--- src/rtl/hmmm_loader_pkg.sv ---
// Shared definitions for the hmmm boot/IO sequencer.
//   HMMM_ADDR_W / HMMM_DATA_W : default RAM address and bus word widths.
//   state_t                   : 3-bit loader state encoding.
package hmmm_loader_pkg;
  localparam int HMMM_ADDR_W = 8;
  localparam int HMMM_DATA_W = 16;

  typedef enum logic [2:0] {
    ST_IDLE      = 3'd0,
    ST_RSTC      = 3'd1,
    ST_WAIT_WORD = 3'd2,
    ST_ADDR      = 3'd3,
    ST_DATA      = 3'd4,
    ST_RUN       = 3'd5,
    ST_HALTED    = 3'd6
  } state_t;
endpackage

--- src/rtl/hmmm_loader_if.sv ---
// Signal bundle between the host wrapper / hmmm core and the loader.
//   host load side : load_start, abort, load_len, word_valid/word_data/word_ready
//   core side      : core_rst, pgrm_addr, pgrm_data, bus_out, bus_oe, bus_in,
//                    core_read, core_write, core_halt
//   host io side   : in_valid/in_data/in_ready, out_valid/out_data
//   status         : running, done, io_underflow
// modport slave is the loader; modport master is everything around it.
interface hmmm_loader_if
  import hmmm_loader_pkg::*;
#(
  parameter int ADDR_W = HMMM_ADDR_W,
  parameter int DATA_W = HMMM_DATA_W
);
  logic              load_start;
  logic              abort;
  logic [ADDR_W-1:0] load_len;
  logic              word_valid;
  logic [DATA_W-1:0] word_data;
  logic              word_ready;
  logic              core_rst;
  logic              pgrm_addr;
  logic              pgrm_data;
  logic [DATA_W-1:0] bus_out;
  logic              bus_oe;
  logic [DATA_W-1:0] bus_in;
  logic              core_read;
  logic              core_write;
  logic              core_halt;
  logic              in_valid;
  logic [DATA_W-1:0] in_data;
  logic              in_ready;
  logic              out_valid;
  logic [DATA_W-1:0] out_data;
  logic              running;
  logic              done;
  logic              io_underflow;

  modport slave (
    input  load_start, abort, load_len, word_valid, word_data,
           bus_in, core_read, core_write, core_halt, in_valid, in_data,
    output word_ready, core_rst, pgrm_addr, pgrm_data, bus_out, bus_oe,
           in_ready, out_valid, out_data, running, done, io_underflow
  );

  modport master (
    output load_start, abort, load_len, word_valid, word_data,
           bus_in, core_read, core_write, core_halt, in_valid, in_data,
    input  word_ready, core_rst, pgrm_addr, pgrm_data, bus_out, bus_oe,
           in_ready, out_valid, out_data, running, done, io_underflow
  );
endinterface

--- src/rtl/hmmm_loader_io.sv ---
// RUN-phase in/out servicing for the hmmm core.
//   clk, rst     : clock, async active-high reset
//   running      : enables all servicing (loader is in RUN)
//   clr          : clears the sticky underflow flag
//   core_read    : core executes an in instruction
//   core_write   : core executes an out instruction and drives bus_in
//   bus_in       : sampled hmmm bus
//   in_valid/in_data/in_ready : host input stream (in_ready is combinational)
//   bus_out/bus_oe            : loader's contribution to the shared bus
//   out_valid/out_data        : one-cycle pulse carrying the word the core wrote
//   io_underflow              : sticky, core read with no input available
module hmmm_loader_io
  import hmmm_loader_pkg::*;
#(
  parameter int DATA_W = HMMM_DATA_W
) (
  input  logic              clk,
  input  logic              rst,
  input  logic              running,
  input  logic              clr,
  input  logic              core_read,
  input  logic              core_write,
  input  logic [DATA_W-1:0] bus_in,
  input  logic              in_valid,
  input  logic [DATA_W-1:0] in_data,
  output logic              in_ready,
  output logic [DATA_W-1:0] bus_out,
  output logic              bus_oe,
  output logic              out_valid,
  output logic [DATA_W-1:0] out_data,
  output logic              io_underflow
);
  logic              rd_active;
  logic              wr_active;
  logic              out_valid_reg;
  logic [DATA_W-1:0] out_data_reg;
  logic              underflow_reg;

  assign rd_active = running & core_read;
  assign wr_active = running & core_write;
  assign in_ready  = rd_active & in_valid;
  // Never contend with the core: it owns the bus during an out instruction.
  assign bus_oe    = rd_active & ~core_write;
  // Starved reads see zero rather than stale data; the core is not stalled.
  assign bus_out   = in_ready ? in_data : '0;

  always_ff @(posedge clk or posedge rst) begin
    if (rst) begin
      out_valid_reg <= 1'b0;
      out_data_reg  <= '0;
      underflow_reg <= 1'b0;
    end else begin
      out_valid_reg <= wr_active;
      if (wr_active) out_data_reg <= bus_in;
      if (clr) underflow_reg <= 1'b0;
      else if (rd_active & ~in_valid) underflow_reg <= 1'b1;
    end
  end

  assign out_valid    = out_valid_reg;
  assign out_data     = out_data_reg;
  assign io_underflow = underflow_reg;
endmodule

--- src/rtl/hmmm_loader.sv ---
// Boot/IO sequencer for one hmmm core: holds the core in reset, streams a
// program into core RAM (address cycle then data cycle per word), releases the
// core and services its in/out instructions until halt.
//   clk  : system clock (shared with the core)
//   rst  : asynchronous active-high reset
//   lif  : hmmm_loader_if.slave carrying the host, core and status signals
module hmmm_loader
  import hmmm_loader_pkg::*;
#(
  parameter int ADDR_W = HMMM_ADDR_W,
  parameter int DATA_W = HMMM_DATA_W
) (
  input  logic          clk,
  input  logic          rst,
  hmmm_loader_if.slave  lif
);
  state_t            state_reg, state_next;
  logic [ADDR_W-1:0] len_reg, len_next;
  logic [ADDR_W-1:0] addr_reg, addr_next;
  logic [ADDR_W-1:0] count_reg, count_next;
  logic [DATA_W-1:0] word_reg, word_next;
  logic [ADDR_W-1:0] count_inc;
  logic              start_ok;
  logic              running;
  logic              io_bus_oe;
  logic [DATA_W-1:0] io_bus_out;

  assign count_inc = count_reg + ADDR_W'(1);

  always_ff @(posedge clk or posedge rst) begin
    if (rst) begin
      state_reg <= ST_IDLE;
      len_reg   <= '0;
      addr_reg  <= '0;
      count_reg <= '0;
      word_reg  <= '0;
    end else begin
      state_reg <= state_next;
      len_reg   <= len_next;
      addr_reg  <= addr_next;
      count_reg <= count_next;
      word_reg  <= word_next;
    end
  end

  always_comb begin
    state_next = state_reg;
    len_next   = len_reg;
    addr_next  = addr_reg;
    count_next = count_reg;
    word_next  = word_reg;
    start_ok   = 1'b0;
    if (lif.abort) begin
      state_next = ST_IDLE;
    end else begin
      case (state_reg)
        ST_IDLE: begin
          if (lif.load_start) begin
            start_ok   = 1'b1;
            len_next   = lif.load_len;
            addr_next  = '0;
            count_next = '0;
            // Zero length keeps the existing RAM image and just runs it.
            state_next = (lif.load_len == '0) ? ST_RUN : ST_WAIT_WORD;
          end
        end
        ST_HALTED: begin
          if (lif.load_start) begin
            start_ok   = 1'b1;
            len_next   = lif.load_len;
            state_next = ST_RSTC;
          end
        end
        ST_RSTC: begin
          addr_next  = '0;
          count_next = '0;
          state_next = (len_reg == '0) ? ST_RUN : ST_WAIT_WORD;
        end
        ST_WAIT_WORD: begin
          if (lif.word_valid) begin
            word_next  = lif.word_data;
            state_next = ST_ADDR;
          end
        end
        ST_ADDR: state_next = ST_DATA;
        ST_DATA: begin
          addr_next  = addr_reg + ADDR_W'(1);
          count_next = count_inc;
          state_next = (count_inc == len_reg) ? ST_RUN : ST_WAIT_WORD;
        end
        ST_RUN: begin
          if (lif.core_halt) state_next = ST_HALTED;
        end
        default: state_next = ST_IDLE;
      endcase
    end
  end

  assign running = (state_reg == ST_RUN);

  hmmm_loader_io #(.DATA_W(DATA_W)) u_io (
    .clk          (clk),
    .rst          (rst),
    .running      (running),
    .clr          (start_ok | lif.abort),
    .core_read    (lif.core_read),
    .core_write   (lif.core_write),
    .bus_in       (lif.bus_in),
    .in_valid     (lif.in_valid),
    .in_data      (lif.in_data),
    .in_ready     (lif.in_ready),
    .bus_out      (io_bus_out),
    .bus_oe       (io_bus_oe),
    .out_valid    (lif.out_valid),
    .out_data     (lif.out_data),
    .io_underflow (lif.io_underflow)
  );

  // All state-decoded outputs come straight off state_reg, so an async reset
  // drops them immediately and word_ready has no path from word_valid.
  assign lif.core_rst   = (state_reg == ST_IDLE) | (state_reg == ST_RSTC);
  assign lif.word_ready = (state_reg == ST_WAIT_WORD);
  assign lif.pgrm_addr  = (state_reg == ST_ADDR);
  assign lif.pgrm_data  = (state_reg == ST_DATA);
  assign lif.running    = running;
  assign lif.done       = (state_reg == ST_HALTED);
  assign lif.bus_oe     = (state_reg == ST_ADDR) | (state_reg == ST_DATA) | io_bus_oe;

  always_comb begin
    lif.bus_out = '0;
    case (state_reg)
      ST_ADDR: lif.bus_out = DATA_W'(addr_reg);
      ST_DATA: lif.bus_out = word_reg;
      ST_RUN:  lif.bus_out = io_bus_out;
      default: lif.bus_out = '0;
    endcase
  end
endmodule

--- src/flat_wrapper.sv ---
// flat-port wrapper written by rule: the top's interface ports become plain ports
module hmmm_loader_flat import hmmm_loader_pkg::*;
#(
  parameter int ADDR_W = HMMM_ADDR_W,
  parameter int DATA_W = HMMM_DATA_W
)
  (clk, rst, lif_load_start, lif_abort, lif_load_len, lif_word_valid, lif_word_data, lif_bus_in, lif_core_read, lif_core_write, lif_core_halt, lif_in_valid, lif_in_data, lif_word_ready, lif_core_rst, lif_pgrm_addr, lif_pgrm_data, lif_bus_out, lif_bus_oe, lif_in_ready, lif_out_valid, lif_out_data, lif_running, lif_done, lif_io_underflow);
  hmmm_loader_if #(.ADDR_W(ADDR_W), .DATA_W(DATA_W)) lif_i ();
  input  logic clk;
  input  logic rst;
  input wire logic [$bits(lif_i.load_start)-1:0] lif_load_start;
  input wire logic [$bits(lif_i.abort)-1:0] lif_abort;
  input wire logic [$bits(lif_i.load_len)-1:0] lif_load_len;
  input wire logic [$bits(lif_i.word_valid)-1:0] lif_word_valid;
  input wire logic [$bits(lif_i.word_data)-1:0] lif_word_data;
  input wire logic [$bits(lif_i.bus_in)-1:0] lif_bus_in;
  input wire logic [$bits(lif_i.core_read)-1:0] lif_core_read;
  input wire logic [$bits(lif_i.core_write)-1:0] lif_core_write;
  input wire logic [$bits(lif_i.core_halt)-1:0] lif_core_halt;
  input wire logic [$bits(lif_i.in_valid)-1:0] lif_in_valid;
  input wire logic [$bits(lif_i.in_data)-1:0] lif_in_data;
  output wire logic [$bits(lif_i.word_ready)-1:0] lif_word_ready;
  output wire logic [$bits(lif_i.core_rst)-1:0] lif_core_rst;
  output wire logic [$bits(lif_i.pgrm_addr)-1:0] lif_pgrm_addr;
  output wire logic [$bits(lif_i.pgrm_data)-1:0] lif_pgrm_data;
  output wire logic [$bits(lif_i.bus_out)-1:0] lif_bus_out;
  output wire logic [$bits(lif_i.bus_oe)-1:0] lif_bus_oe;
  output wire logic [$bits(lif_i.in_ready)-1:0] lif_in_ready;
  output wire logic [$bits(lif_i.out_valid)-1:0] lif_out_valid;
  output wire logic [$bits(lif_i.out_data)-1:0] lif_out_data;
  output wire logic [$bits(lif_i.running)-1:0] lif_running;
  output wire logic [$bits(lif_i.done)-1:0] lif_done;
  output wire logic [$bits(lif_i.io_underflow)-1:0] lif_io_underflow;
  assign lif_i.load_start = lif_load_start;
  assign lif_i.abort = lif_abort;
  assign lif_i.load_len = lif_load_len;
  assign lif_i.word_valid = lif_word_valid;
  assign lif_i.word_data = lif_word_data;
  assign lif_i.bus_in = lif_bus_in;
  assign lif_i.core_read = lif_core_read;
  assign lif_i.core_write = lif_core_write;
  assign lif_i.core_halt = lif_core_halt;
  assign lif_i.in_valid = lif_in_valid;
  assign lif_i.in_data = lif_in_data;
  assign lif_word_ready = lif_i.word_ready;
  assign lif_core_rst = lif_i.core_rst;
  assign lif_pgrm_addr = lif_i.pgrm_addr;
  assign lif_pgrm_data = lif_i.pgrm_data;
  assign lif_bus_out = lif_i.bus_out;
  assign lif_bus_oe = lif_i.bus_oe;
  assign lif_in_ready = lif_i.in_ready;
  assign lif_out_valid = lif_i.out_valid;
  assign lif_out_data = lif_i.out_data;
  assign lif_running = lif_i.running;
  assign lif_done = lif_i.done;
  assign lif_io_underflow = lif_i.io_underflow;
  hmmm_loader #(.ADDR_W(ADDR_W), .DATA_W(DATA_W)) u_core (.clk(clk), .rst(rst), .lif(lif_i));
endmodule
--- config.mk ---
export PLATFORM = sky130hd
export DESIGN_NAME = hmmm_loader_flat
export DESIGN_NICKNAME = d
export VERILOG_FILES = /design/src/rtl/hmmm_loader_pkg.sv /design/src/rtl/hmmm_loader_if.sv /design/src/rtl/hmmm_loader_io.sv /design/src/rtl/hmmm_loader.sv /design/src/flat_wrapper.sv
export SDC_FILE = /design/constraint.sdc
export NUM_CORES = 1
export LEC_CHECK = 0
export ABC_AREA = 0
export CAP_MARGIN = 20
export CORE_UTILIZATION = 46
export DETAILED_ROUTE_END_ITERATION = 10
export PLACE_DENSITY = 0.81
export SYNTH_ARGS = -nofsm -noshare
export SYNTH_HDL_FRONTEND = slang
export SYNTH_SLANG_ARGS = --single-unit
--- constraint.sdc ---
create_clock -name clk -period 2.3 [get_ports clk]
set_input_delay 0.46 -clock clk [delete_from_list [all_inputs] [get_ports clk]]
set_output_delay 0.46 -clock clk [all_outputs]
set_load 0.02 [all_outputs]
==> flow_summary_export.csv <==
group,metric,value,unit
run_status,status,"finished, final reports clean",
clock_network,clockRootBuffer,"clkbuf_8",
final_layout,n_antenna_cell,0,
final_layout,postLayoutCoreUtil,0.701,
final_layout,syn2layout_area_growth,48.2,%
clock_network,cts.sinks,61,
synthesis,syn-cell-area,3190,sq um
critical_path,crit_path_max_fanout,9,
detailed_routing,drt_pass1_iterations,6,
detailed_routing,wirelength_met1,3.45,mm
timing,final.setup.worst_slack,0.0474,ns
clock_network,clk-insertion-delay-late,0.35,ns
place,place_ws,-0.376,ns
synthesis,ys_top_cells_by_area,"dfrtp_1 (48%), mux2_2 (14%), nor2_1 (3.5%), nand2_1 (2.7%), a222oi_1 (2.5%)",
detailed_routing,ant_nets,0,
critical_path,critPathKind,"flop to primary output",
floorplan,die_w,85.3,um
worst_hold_path,hp-class,"input port to asynchronous set/reset pin",
synthesis,yosysWarnings,0,
timing,min_period,2.25,ns
detailed_routing,drt_iter0_drc,182,
floorplan,die-height,85.3,um
final_layout,drive_gt1_frac,0.268,
place,port_buffers,106,
detailed_routing,vias_per_cell,5.55,
synthesis,synth_seq_area_share,0.478,
detailed_routing,drc,0,
timing,setup_viol_count_final,0,
clock_network,cts_tree,"yes",
timing,fmax,444,MHz
synthesis,ys_ff_latch,61,
pwr,leakagePower,2.08,nW
synthesis,async_reset_ff_frac,1.00,
synthesis,synthCells,302,
run,drv_cap,0,
timing,rsz0062_at_grt,"true",
timing,fin_crit_sh,0.979,
floorplan,start_util,0.473,
detailed_routing,top_layer,"met4",
global_route,grtUsageTotal,0.236,
floorplan,die_area,7280,sq um
place,hpwl,5.92,mm
clock_network,cts_made_buffers,9,
synthesis,synth_common_cells,"dfrtp_1 (61), mux2_2 (40), nor2_1 (30)",
clock_network,clk_path_buf_depth,2,
synthesis,synth_flop_cell,"dfrtp_1",
timing,slew_violations,0,
detailed_routing,avgRoutedWirePerCell,15.9,um
global_route,grt_pass1_wl,13.3,mm
timing,relSlewSlack,0.675,
clock_network,htree_levels,3,
detailed_routing,met2WireLength,4.10,mm
detailed_routing,vias,2864,
final_layout,fin_nets,500,
floorplan,pin_count,107,
global_route,grt_overflow_total,0,
place,gp_congestion,0.825,
pwr,irDropWorstVdd,0.000734,V
critical_path,cp.arrival,1.79,ns
place,placedCellCount,498,
timing,setup_tns,0,ns
critical_path,end_kind,"primary output",
critical_path,cp-start-kind,"flop",
floorplan,core-area,6760,sq um
synthesis,yosys.area.top_type,"dfrtp_1",
synthesis,synth.most_common_cell,"dfrtp_1",
detailed_routing,route.met3.wl,527,um
timing,hold_violations,0,
synthesis,synth_fp_nets,371,
timing,worstMarginPinSlew,0.487,ns
final_layout,final_cells,516,
synthesis,avgSynthCellArea,10.6,sq um
critical_path,worstPathRequired,1.84,ns
synthesis,synth_edf_count,0,
clock_network,clk_pin_slew,0.07,ns
pwr,p_per_area,755,nW/um^2
synthesis,synth.top_cell.area_share,0.478,
synthesis,yosysUniqueCellTypes,48,
global_route,grt_max_degree,40,
detailed_routing,drt_wl_total,8.22,mm
global_route,antenna_found_initial,0,
global_route,grt_pass1_vias,2737,
floorplan,row_count,30,
timing,skew,0.00997,ns
## metal layers
metal / global-route usage / vias up
li1: - / 1373
met1: 0.300 / 1391
met2: 0.392 / 87
met3: 0.0554 / 13
met4: 0.0894 / 0
met5: 0 / -
## timing repair
item,4_1_cts,5_1_grt
endpoints found under the setup margin,24,21
gates resized for setup,64,35
buffers inserted,0,2
gates cloned,0,0
pin swaps,4,6
hold buffers,0,0
## layout by cell type (no fill, tap or decap), types with 5 or more instances in the layout
cell             synthesis  layout
a222oi_1                 8       8
a21oi_1                 11      11
inv_1                    8       7
buf_2                    5       9
clkbuf_8                 0       9
dlygate4sd2_1            0       7
a22oi_1                  8       8
nor2_1                  30      28
nor3_1                  11      10
buf_4                    2      28
nand2_1                 23      21
xor2_1                   5       5
mux2_2                  40      40
xnor2_1                  6       6
dfrtp_1                 61      60
o21ai_0                 16      16
clkdlybuf4s50_1          0      82
## report_power, final
group | leakage, nW | total (mW) | internal, mW | switching (mW)
Clock | 0.106 | 1.06 | 0.613 | 0.448
Combinational | 1.18 | 1.02 | 0.572 | 0.445
Sequential | 0.799 | 1.50 | 1.31 | 0.183
Total | 2.08 | 3.57 | 2.50 | 1.08
## per-stage QoR
step	power [mW]	hold WS, ns	cell area, sq um
3_3_place_gp	2.46	0.488	4520
2_1_floorplan	2.07	0.478	3200
6_report	3.57	0.449	4730
3_5_place_dp	2.50	0.492	4520
5_1_grt	3.77	0.492	4730
4_1_cts	3.55	0.468	4740
## layout make-up
| cell class | instances | area [sq um] |
|---|---|---|
| multi-input combinational | 216 | 1600 |
| clock inverter | 7 | 97.6 |
| sequential | 61 | 1530 |
| clock buffer | 9 | 124 |
| timing repair buffer | 134 | 1250 |
| tap | 80 | 100 |
| inverter | 9 | 41.3 |
| fill | 500 | 2020 |
## final timing paths
kind,cells past startpoint,startpoint,endpoint,slack (ns)
setup / recovery,8,u_core.state_reg[2],lif_bus_out[7],0.05
hold / removal,2,rst,u_core.word_reg[10],0.45
setup reg to reg,10,u_core.state_reg[1],u_core.addr_reg[7],0.27
hold reg to reg,1,u_core.u_io.out_data[13],u_core.u_io.out_data[13],0.51
max in group asynchronous,3,rst,u_core.len_reg[5],1.26
min in group clk,1,u_core.u_io.out_data[13],u_core.u_io.out_data[13],0.51
## critical path, cell delays in order (launching register included)
cell	delay, ns
dfrtp_1	0.43
buf_6	0.13
inv_1	0.05
nand2_2	0.09
nor2_4	0.05
buf_6	0.13
a222oi_1	0.32
nor2_1	0.07
buf_2	0.16
## logic make-up (layout without fill, tap and decap cells)
logic type      after synthesis  in the layout  synth area share
simple gates                 96             96             0.155
flops                        61             61             0.478
mux                          42             42             0.147
buf+inv                      25            159            0.0341
compound gates               62             62             0.133
fa+ha+maj                     4              4            0.0157
xor+xnor                     12             12            0.0376
(Power assumes the default switching activity.)
